<file path="src/rtl/mem_arbiter_if.sv">
// mem_arbiter_if: fetch, data and memory-side signals of the memory arbiter.
interface mem_arbiter_if #(parameter int WIDTH = 32, parameter int ADDR = 10);
  logic             i_req;
  logic [ADDR-1:0]  i_addr;
  logic             i_gnt;
  logic             i_rvalid;
  logic [WIDTH-1:0] i_rdata;
  logic             d_req;
  logic [ADDR-1:0]  d_addr;
  logic [3:0]       d_we;
  logic [WIDTH-1:0] d_wdata;
  logic             d_gnt;
  logic             d_rvalid;
  logic [WIDTH-1:0] d_rdata;
  logic             mem_en;
  logic [ADDR-1:0]  mem_addr;
  logic [3:0]       mem_we;
  logic [WIDTH-1:0] mem_wdata;
  logic [WIDTH-1:0] mem_rdata;
  logic             stall_f;
  logic             stall_m;
  modport slave (
    input  i_req, i_addr, d_req, d_addr, d_we, d_wdata, mem_rdata,
    output i_gnt, i_rvalid, i_rdata, d_gnt, d_rvalid, d_rdata,
           mem_en, mem_addr, mem_we, mem_wdata, stall_f, stall_m
  );
  modport master (
    output i_req, i_addr, d_req, d_addr, d_we, d_wdata, mem_rdata,
    input  i_gnt, i_rvalid, i_rdata, d_gnt, d_rvalid, d_rdata,
           mem_en, mem_addr, mem_we, mem_wdata, stall_f, stall_m
  );
endinterface

</file>
<file path="src/rtl/mem_arbiter.sv">
// mem_arbiter: single-port memory arbiter for fetch/data ports, data priority with fetch starvation guard.
// Define MEM_ARBITER_RR_EN to alternate winners on contention instead of fixed data priority.
module mem_arbiter #(
  parameter int WIDTH    = 32,
  parameter int ADDR     = 10,
  parameter int MAX_WAIT = 4
) (
  input logic         clk,
  input logic         reset,
  mem_arbiter_if.slave bus
);
  localparam int CW = $clog2(MAX_WAIT + 1);
  typedef enum logic [1:0] {OWN_NONE, OWN_I, OWN_D} owner_t;
  owner_t        r_owner;
  logic          r_rd;
  logic [CW-1:0] r_cnt;
  logic          w_force;
  logic          w_i_win;
  logic          w_i_gnt;
  logic          w_d_gnt;
  logic          w_i_rv;
  logic          w_d_rv;
  assign w_force = bus.i_req && r_cnt == CW'(MAX_WAIT);
`ifdef MEM_ARBITER_RR_EN
  logic r_last_d;
  assign w_i_win = !bus.d_req || w_force || r_last_d;
  always_ff @(posedge clk or posedge reset)
    if (reset) r_last_d <= 1'b0;
    else if (bus.i_req && bus.d_req) r_last_d <= w_d_gnt;
`else
  assign w_i_win = !bus.d_req || w_force;
`endif
  // grants are held low for the whole reset so stalls mirror requests
  assign w_i_gnt = !reset && bus.i_req && w_i_win;
  assign w_d_gnt = !reset && bus.d_req && !w_i_gnt;
  always_ff @(posedge clk or posedge reset)
    if (reset) begin
      r_owner <= OWN_NONE;
      r_rd    <= 1'b0;
      r_cnt   <= '0;
    end else begin
      r_owner <= w_i_gnt ? OWN_I : w_d_gnt ? OWN_D : OWN_NONE;
      r_rd    <= w_d_gnt && bus.d_we == 4'd0;
      r_cnt   <= (bus.i_req && !w_i_gnt) ? (w_force ? r_cnt : CW'(r_cnt + 1'b1)) : '0;
    end
  assign w_i_rv        = r_owner == OWN_I;
  assign w_d_rv        = r_owner == OWN_D && r_rd;
  assign bus.i_gnt     = w_i_gnt;
  assign bus.d_gnt     = w_d_gnt;
  assign bus.mem_en    = w_i_gnt || w_d_gnt;
  assign bus.mem_addr  = w_i_gnt ? bus.i_addr : w_d_gnt ? bus.d_addr : ADDR'(0);
  assign bus.mem_we    = w_d_gnt ? bus.d_we : 4'd0;
  assign bus.mem_wdata = w_d_gnt ? bus.d_wdata : WIDTH'(0);
  assign bus.i_rvalid  = w_i_rv;
  assign bus.d_rvalid  = w_d_rv;
  assign bus.i_rdata   = w_i_rv ? bus.mem_rdata : WIDTH'(0);
  assign bus.d_rdata   = w_d_rv ? bus.mem_rdata : WIDTH'(0);
  assign bus.stall_f   = bus.i_req && !w_i_gnt;
  assign bus.stall_m   = bus.d_req && !w_d_gnt;
endmodule

</file>
<file path="src/flat_wrapper.sv">
// flat-port wrapper written by rule: the top's interface ports become plain ports
module mem_arbiter_flat 
#(
  parameter int WIDTH    = 32,
  parameter int ADDR     = 10,
  parameter int MAX_WAIT = 4
)
  (clk, reset, bus_i_req, bus_i_addr, bus_d_req, bus_d_addr, bus_d_we, bus_d_wdata, bus_mem_rdata, bus_i_gnt, bus_i_rvalid, bus_i_rdata, bus_d_gnt, bus_d_rvalid, bus_d_rdata, bus_mem_en, bus_mem_addr, bus_mem_we, bus_mem_wdata, bus_stall_f, bus_stall_m);
  mem_arbiter_if #(.WIDTH(WIDTH), .ADDR(ADDR)) bus_i ();
  input logic clk;
  input logic reset;
  input wire logic [$bits(bus_i.i_req)-1:0] bus_i_req;
  input wire logic [$bits(bus_i.i_addr)-1:0] bus_i_addr;
  input wire logic [$bits(bus_i.d_req)-1:0] bus_d_req;
  input wire logic [$bits(bus_i.d_addr)-1:0] bus_d_addr;
  input wire logic [$bits(bus_i.d_we)-1:0] bus_d_we;
  input wire logic [$bits(bus_i.d_wdata)-1:0] bus_d_wdata;
  input wire logic [$bits(bus_i.mem_rdata)-1:0] bus_mem_rdata;
  output wire logic [$bits(bus_i.i_gnt)-1:0] bus_i_gnt;
  output wire logic [$bits(bus_i.i_rvalid)-1:0] bus_i_rvalid;
  output wire logic [$bits(bus_i.i_rdata)-1:0] bus_i_rdata;
  output wire logic [$bits(bus_i.d_gnt)-1:0] bus_d_gnt;
  output wire logic [$bits(bus_i.d_rvalid)-1:0] bus_d_rvalid;
  output wire logic [$bits(bus_i.d_rdata)-1:0] bus_d_rdata;
  output wire logic [$bits(bus_i.mem_en)-1:0] bus_mem_en;
  output wire logic [$bits(bus_i.mem_addr)-1:0] bus_mem_addr;
  output wire logic [$bits(bus_i.mem_we)-1:0] bus_mem_we;
  output wire logic [$bits(bus_i.mem_wdata)-1:0] bus_mem_wdata;
  output wire logic [$bits(bus_i.stall_f)-1:0] bus_stall_f;
  output wire logic [$bits(bus_i.stall_m)-1:0] bus_stall_m;
  assign bus_i.i_req = bus_i_req;
  assign bus_i.i_addr = bus_i_addr;
  assign bus_i.d_req = bus_d_req;
  assign bus_i.d_addr = bus_d_addr;
  assign bus_i.d_we = bus_d_we;
  assign bus_i.d_wdata = bus_d_wdata;
  assign bus_i.mem_rdata = bus_mem_rdata;
  assign bus_i_gnt = bus_i.i_gnt;
  assign bus_i_rvalid = bus_i.i_rvalid;
  assign bus_i_rdata = bus_i.i_rdata;
  assign bus_d_gnt = bus_i.d_gnt;
  assign bus_d_rvalid = bus_i.d_rvalid;
  assign bus_d_rdata = bus_i.d_rdata;
  assign bus_mem_en = bus_i.mem_en;
  assign bus_mem_addr = bus_i.mem_addr;
  assign bus_mem_we = bus_i.mem_we;
  assign bus_mem_wdata = bus_i.mem_wdata;
  assign bus_stall_f = bus_i.stall_f;
  assign bus_stall_m = bus_i.stall_m;
  mem_arbiter #(.WIDTH(WIDTH), .ADDR(ADDR), .MAX_WAIT(MAX_WAIT)) u_core (.clk(clk), .reset(reset), .bus(bus_i));
endmodule
</file>
<file path="config.mk">
export PLATFORM = sky130hd
export DESIGN_NAME = mem_arbiter_flat
export DESIGN_NICKNAME = d
export VERILOG_FILES = /design/src/rtl/mem_arbiter_if.sv /design/src/rtl/mem_arbiter.sv /design/src/flat_wrapper.sv
export SDC_FILE = /design/constraint.sdc
export NUM_CORES = 1
export LEC_CHECK = 0
export BUFFER_PORTS_ARGS = -buffer_cell sky130_fd_sc_hd__buf_2
export CAP_MARGIN = 5
export CELL_PAD_IN_SITES_DETAIL_PLACEMENT = 1
export CELL_PAD_IN_SITES_GLOBAL_PLACEMENT = 2
export CORE_ASPECT_RATIO = 2
export CORE_UTILIZATION = 11
export DETAILED_ROUTE_END_ITERATION = 8
export PLACE_DENSITY = 0.95
export SYNTH_ARGS = -nofsm -noshare
export SYNTH_HDL_FRONTEND = slang
export SYNTH_SLANG_ARGS = --single-unit
</file>
<file path="constraint.sdc">
create_clock -name clk -period 4.9 [get_ports clk]
set_clock_uncertainty 0.15 [all_clocks]
set_input_delay 0.245 -clock clk [delete_from_list [all_inputs] [get_ports clk]]
set_output_delay 0.245 -clock clk [all_outputs]
set_load 0.02 [all_outputs]
</file>
After elaboration in Yosys (flattened, before gate mapping)
Index checks and enable logic that the tools add are counted.
{ "word_totals": {"regBits": 6, "inputBits": 92, "out_inout_bits": 117} }
{ "op_classes": {"addsub": 1, "eq_ne": 4, "mux": 10, "n_reduce_logical": 16} }
{ "op_table": {"columns": ["operator", "n"], "rows": [
  ["$mux W32", 3],
  ["$mux W10", 2],
  ["$logic_and A1 B1 Y1", 9],
  ["$mux W3", 2],
  ["$logic_not A1 Y1", 4],
  ["$logic_not A4 Y1", 1],
  ["$mux W2", 2],
  ["$mux W4", 1],
  ["$add A3 B1 Y3 const B", 1],
  ["$eq A3 B3 Y1 const B", 1],
  ["$eq A2 B1 Y1 const B", 1],
  ["$eq A2 B2 Y1 const B", 1],
  ["$logic_or A1 B1 Y1", 2],
  ["$ne A2 B2 Y1 const B", 1]
]} }

Longest topological paths before layout
{ "logic_depth": {"word_depth": 8, "depth_mapped": 7, "depth_no_buf": 5} }

Worst setup path before layout
Ideal clock, no wire load.
{ "synth_timing": {"kind": "register to output", "startpoint": "reg u_core.r_cnt[0]", "endpoint": "out bus_mem_addr[0]", "t_arrival_ns": 1.453, "required_time_ns": 4.505, "path_slack_ns": 3.052, "path_stages_with_launch": 7, "path_buffers": 1, "path_cell_list": "dfrtp_1 -> inv_1 -> ha_1 -> a21boi_1 -> nor3b_2 -> buf_2 -> a22o_1"} }
{ "synth_between": {"elab_chain_cells": 8} }
{ "synth_lines": {"columns": ["element", "line", "source"], "rows": [
  ["start: declaration", "mem_arbiter.sv:16", "logic [CW-1:0] r_cnt;"],
  ["start signal: assignment", "mem_arbiter.sv:44", "r_cnt <= (bus.i_req && !w_i_gnt) ? (w_force ? r_cnt : CW'(r_cnt + 1'b1)) : '0;"],
  ["$eq A3 B3 Y1 (*)", "mem_arbiter.sv:23", "assign w_force = bus.i_req && r_cnt == CW'(MAX_WAIT);"],
  ["$logic_and A1 B1 Y1 (*)", "mem_arbiter.sv:23", null],
  ["$logic_or A1 B1 Y1 (*)", "mem_arbiter.sv:31", "assign w_i_win = !bus.d_req || w_force;"],
  ["$logic_and A1 B1 Y1 (*)", "mem_arbiter.sv:34", "assign w_i_gnt = !reset && bus.i_req && w_i_win;"],
  ["named net bus_i_gnt", "flat_wrapper.sv:19", "output wire logic [$bits(bus_i.i_gnt)-1:0] bus_i_gnt;"],
  ["$logic_not A1 Y1", "mem_arbiter.sv:35", "assign w_d_gnt = !reset && bus.d_req && !w_i_gnt;"],
  ["$logic_and A1 B1 Y1", "mem_arbiter.sv:35", null],
  ["$mux W10", "mem_arbiter.sv:51", "assign bus.mem_addr = w_i_gnt ? bus.i_addr : w_d_gnt ? bus.d_addr : ADDR'(0);"],
  ["$mux W10 (*)", "mem_arbiter.sv:51", null],
  ["end: declaration", "flat_wrapper.sv:26", "output wire logic [$bits(bus_i.mem_addr)-1:0] bus_mem_addr;"]
]} }
Mark *: on every way through the listed nets, which the timed path passes. The rest lies on a longest branch.

Worst setup path after layout
{ "layout_timing": {"startpoint": "in reset", "endpoint": "out bus_mem_wdata[20]"} }
{ "layout_between": {"elab_chain_cells": 6, "elab_cells_between_ends": 7, "cone_classes": "mux: 1; reduce/logical: 6"} }
{ "layout_lines": {"columns": ["element", "line", "source"], "rows": [
  ["start: declaration", "flat_wrapper.sv:11", "input logic reset;"],
  ["$logic_not A1 Y1 (*)", "mem_arbiter.sv:34, mem_arbiter.sv:35", null],
  ["$logic_and A1 B1 Y1 (2 in a row)", "mem_arbiter.sv:34", null],
  ["$logic_not A1 Y1", "mem_arbiter.sv:35", null],
  ["$logic_and A1 B1 Y1 (*)", "mem_arbiter.sv:35", null],
  ["$mux W32 (*)", "mem_arbiter.sv:53", "assign bus.mem_wdata = w_d_gnt ? bus.d_wdata : WIDTH'(0);"],
  ["end: declaration", "flat_wrapper.sv:28", "output wire logic [$bits(bus_i.mem_wdata)-1:0] bus_mem_wdata;"]
]} }
Mark *: on every way between the ends. The rest lies on a longest branch, timed or not.

==> impl_metrics.json <==
{
  "status": "finished, final reports clean",
  "synth_top_flop_cell": "dfrtp_1",
  "clkTransAtPathRegs_ns": 0.03,
  "synth_area_leaders": "and2_1, dfrtp_1, a22o_1, and2_4, clkbuf_1",
  "place_area_um2": 2280,
  "wl_per_cell_um": 11.6,
  "grt_max_degree": 50,
  "crit_type": "in2out",
  "setup-tns-final_ns": 0,
  "seq_area_frac_synth": 0.133,
  "postCtsSetupBuffers": 0,
  "crit_family": "buffers and inverters",
  "first_global_vias": 1856,
  "syn_to_final_growth_pct": 111,
  "netlist_instances": 158,
  "synthTopCellsByCount": "and2_1, a22o_1, and2_4",
  "ys.warnings.count": 0,
  "syn_nets": 252,
  "vias": 1900,
  "antenna_found_initial": 0,
  "cp.buffers_inverters": 4,
  "min_period_over_period": 0.501,
  "fill_cells": 1304,
  "relSlewSlack": 0.527,
  "crit_path_max_incr_delay_ns": 0.53,
  "fmax_ghz": 0.407,
  "tightest_slew_ns": 0.706,
  "portBuffers": 208,
  "timing.rr.end": "u_core.r_owner[0]$_DFF_PP0_",
  "drt_first_pass_iters": 3,
  "stdcell_area_um2": 2370,
  "clk_latency_ns": 0.23,
  "slew_viol_final": 0,
  "ys_ff_latch": 6,
  "reg2reg_depth": 4,
  "finalPower_uw": 334,
  "hpwl_um": 5020,
  "drive_gt1_frac": 0.625,
  "cts_sinks": 6,
  "finalSetupViolCount": 0,
  "clock-root-buffer": "clkbuf_16",
  "syn_avg_cell_area_um2": 7.12,
  "seqCellArea_um2": 150,
  "end_kind": "output port",
  "yosysMostFrequentCell": "and2_1",
  "drc": 0,
  "cpMaxStageDelayCell": "dlygate4sd3_1",
  "dieArea_um2": 10700,
  "cts_buffers": 3,
  "p_per_area_nw_per_um2": 141,
  "synth_top_area_share": 0.506,
  "cp_max_fo": 49,
  "r2r_slack_ns": 3.17,
  "netlist_area_um2": 1120,
  "cts_buffer_depth": 2,
  "die_width_um": 73.5,
  "yosys.area.top_type": "and2_1",
  "p_leak_nw": 1.54,
  "cts_tree": "done",
  "hold_viol": 0,
  "whs_endpoint": "u_core.r_owner[1]$_DFF_PP0_",
  "min_path_type": "in2reg",
  "synthDistinctLibCells": 22,
  "die_h_um": 145,
  "initial_core_util": 0.114,
  "r2r-start": "u_core.r_cnt[0]$_DFFE_PP0P_",
  "crit_top_cell": "buf_2",
  "crit_chain": "dlygate4sd3_1 -> buf_2 -> inv_1 -> and3_4 -> and2_4 -> buf_2",
  "io_pins": 209,
  "row_count": 51,
  "hold_path_depth": 2,
  "htreeDepth": 1,
  "diodes": 0,
  "ir_drop_mv": 0.154,
  "worst_ep_required_time_ns": 4.51,
  "cap_violations": 0,
  "start_kind": "primary input",
  "postRouteAntennaNets": 0,
  "core_area_um2": 9830,
  "gr-total-overflow": 0,
  "final_nets": 456,
  "track_usage": 0.0956,
  "routabilityCongestion": 0.832,
  "vias_per_cell": 3.86,
  "first_iter_violations": 12,
  "hp-start": "bus_d_req",
  "drt-total-wl_um": 5690,
  "synth_edf_count": 0,
  "multiInputGateArea_um2": 897,
  "post-route-min-period_ns": 2.46,
  "rsz0062_at_grt": "no",
  "crit_arrival_ns": 2.06,
  "async_reset_ff_frac": 1.00,
  "grt_pass1_wl_um": 8090
}
==> sequential cells by signal (all words and copies together), names as in the netlist <==
name	cells
u_core.r_cnt	3
u_core.r_owner	2
u_core.r_rd	1
==> worst reg2reg max path: stages, from the launching register on <==
cell	delay (ns)
dfrtp_1	0.40
inv_1	0.07
ha_1	0.22
a21boi_1	0.11
nor3b_2	0.60
==> final cells by class <==
type / count / area share
clock buffer: 3 / 0.0317
inverter: 4 / 0.00634
tap: 132 / 0.0697
sequential: 6 / 0.0634
multi-input combinational: 136 / 0.379
timing repair buffer: 211 / 0.450
==> metrics by stage <==
step | cells | setup WS, ns | utilization | hold slack, ns
after floorplan | 158 | 3.05 | - | -0.100
after global placement | 488 | 2.78 | 0.232 | 0.0661
after detailed placement | 488 | 2.69 | 0.232 | 0.0794
after CTS | 492 | 2.42 | 0.241 | 0.184
after global routing | 492 | 2.31 | 0.241 | 0.185
final | 492 | 2.44 | 0.241 | 0.178
==> how the worst max path moves through the flow <==
stage	endpoint	cells past startpoint	from	slack, ns
floorplan	bus_mem_addr[0]	6	u_core.r_cnt[0]$_DFFE_PP0P_	3.05
global placement	bus_mem_addr[6]	6	u_core.r_cnt[0]$_DFFE_PP0P_	2.78
detailed placement	bus_mem_addr[8]	6	u_core.r_cnt[0]$_DFFE_PP0P_	2.69
CTS	bus_mem_addr[8]	6	reset	2.42
global route	bus_mem_addr[8]	6	reset	2.31
finish	bus_mem_wdata[20]	6	reset	2.44
==> cells by family (layout without fill, tap and decap cells) <==
group	count (synthesis)	in the layout	share of synthesized area
AO/OA/AOI/OAI	13	13	0.0934
XOR/XNOR	1	1	0.00779
adder cells (fa/ha/maj)	2	2	0.0222
buffers and inverters	16	218	0.0690
flip-flops	6	6	0.133
AND/OR/NAND/NOR	120	120	0.674
==> timing repair <==
action,CTS,global route
endpoints found under the hold margin,6,0
hold buffers,1,0
resized for setup,0,0
==> power breakdown <==
| group | internal, mW | switching, mW |
|---|---|---|
| Combinational | 0.0650 | 0.0797 |
| Clock | 0.105 | 0.0302 |
| Sequential | 0.0525 | 0.00199 |
| Total | 0.222 | 0.112 |
==> placed cells by master, fill, tap and decap left out, types with 3 or more instances in the layout <==
cell,count
a22o_1,10
nand2_1,4
and2_4,10
and2_1,91
dfrtp_1,6
clkbuf_16,3
inv_1,4
nor2_1,6
buf_2,208
==> routing by layer <==
layer  vias up  track usage  wire, um
met5         -            0         0
met4         0       0.0212        65
met3         7       0.0160       764
met2       176        0.221      3290
met1       823       0.0692      1570
li1        894            -         -
(Power assumes the default switching activity.)
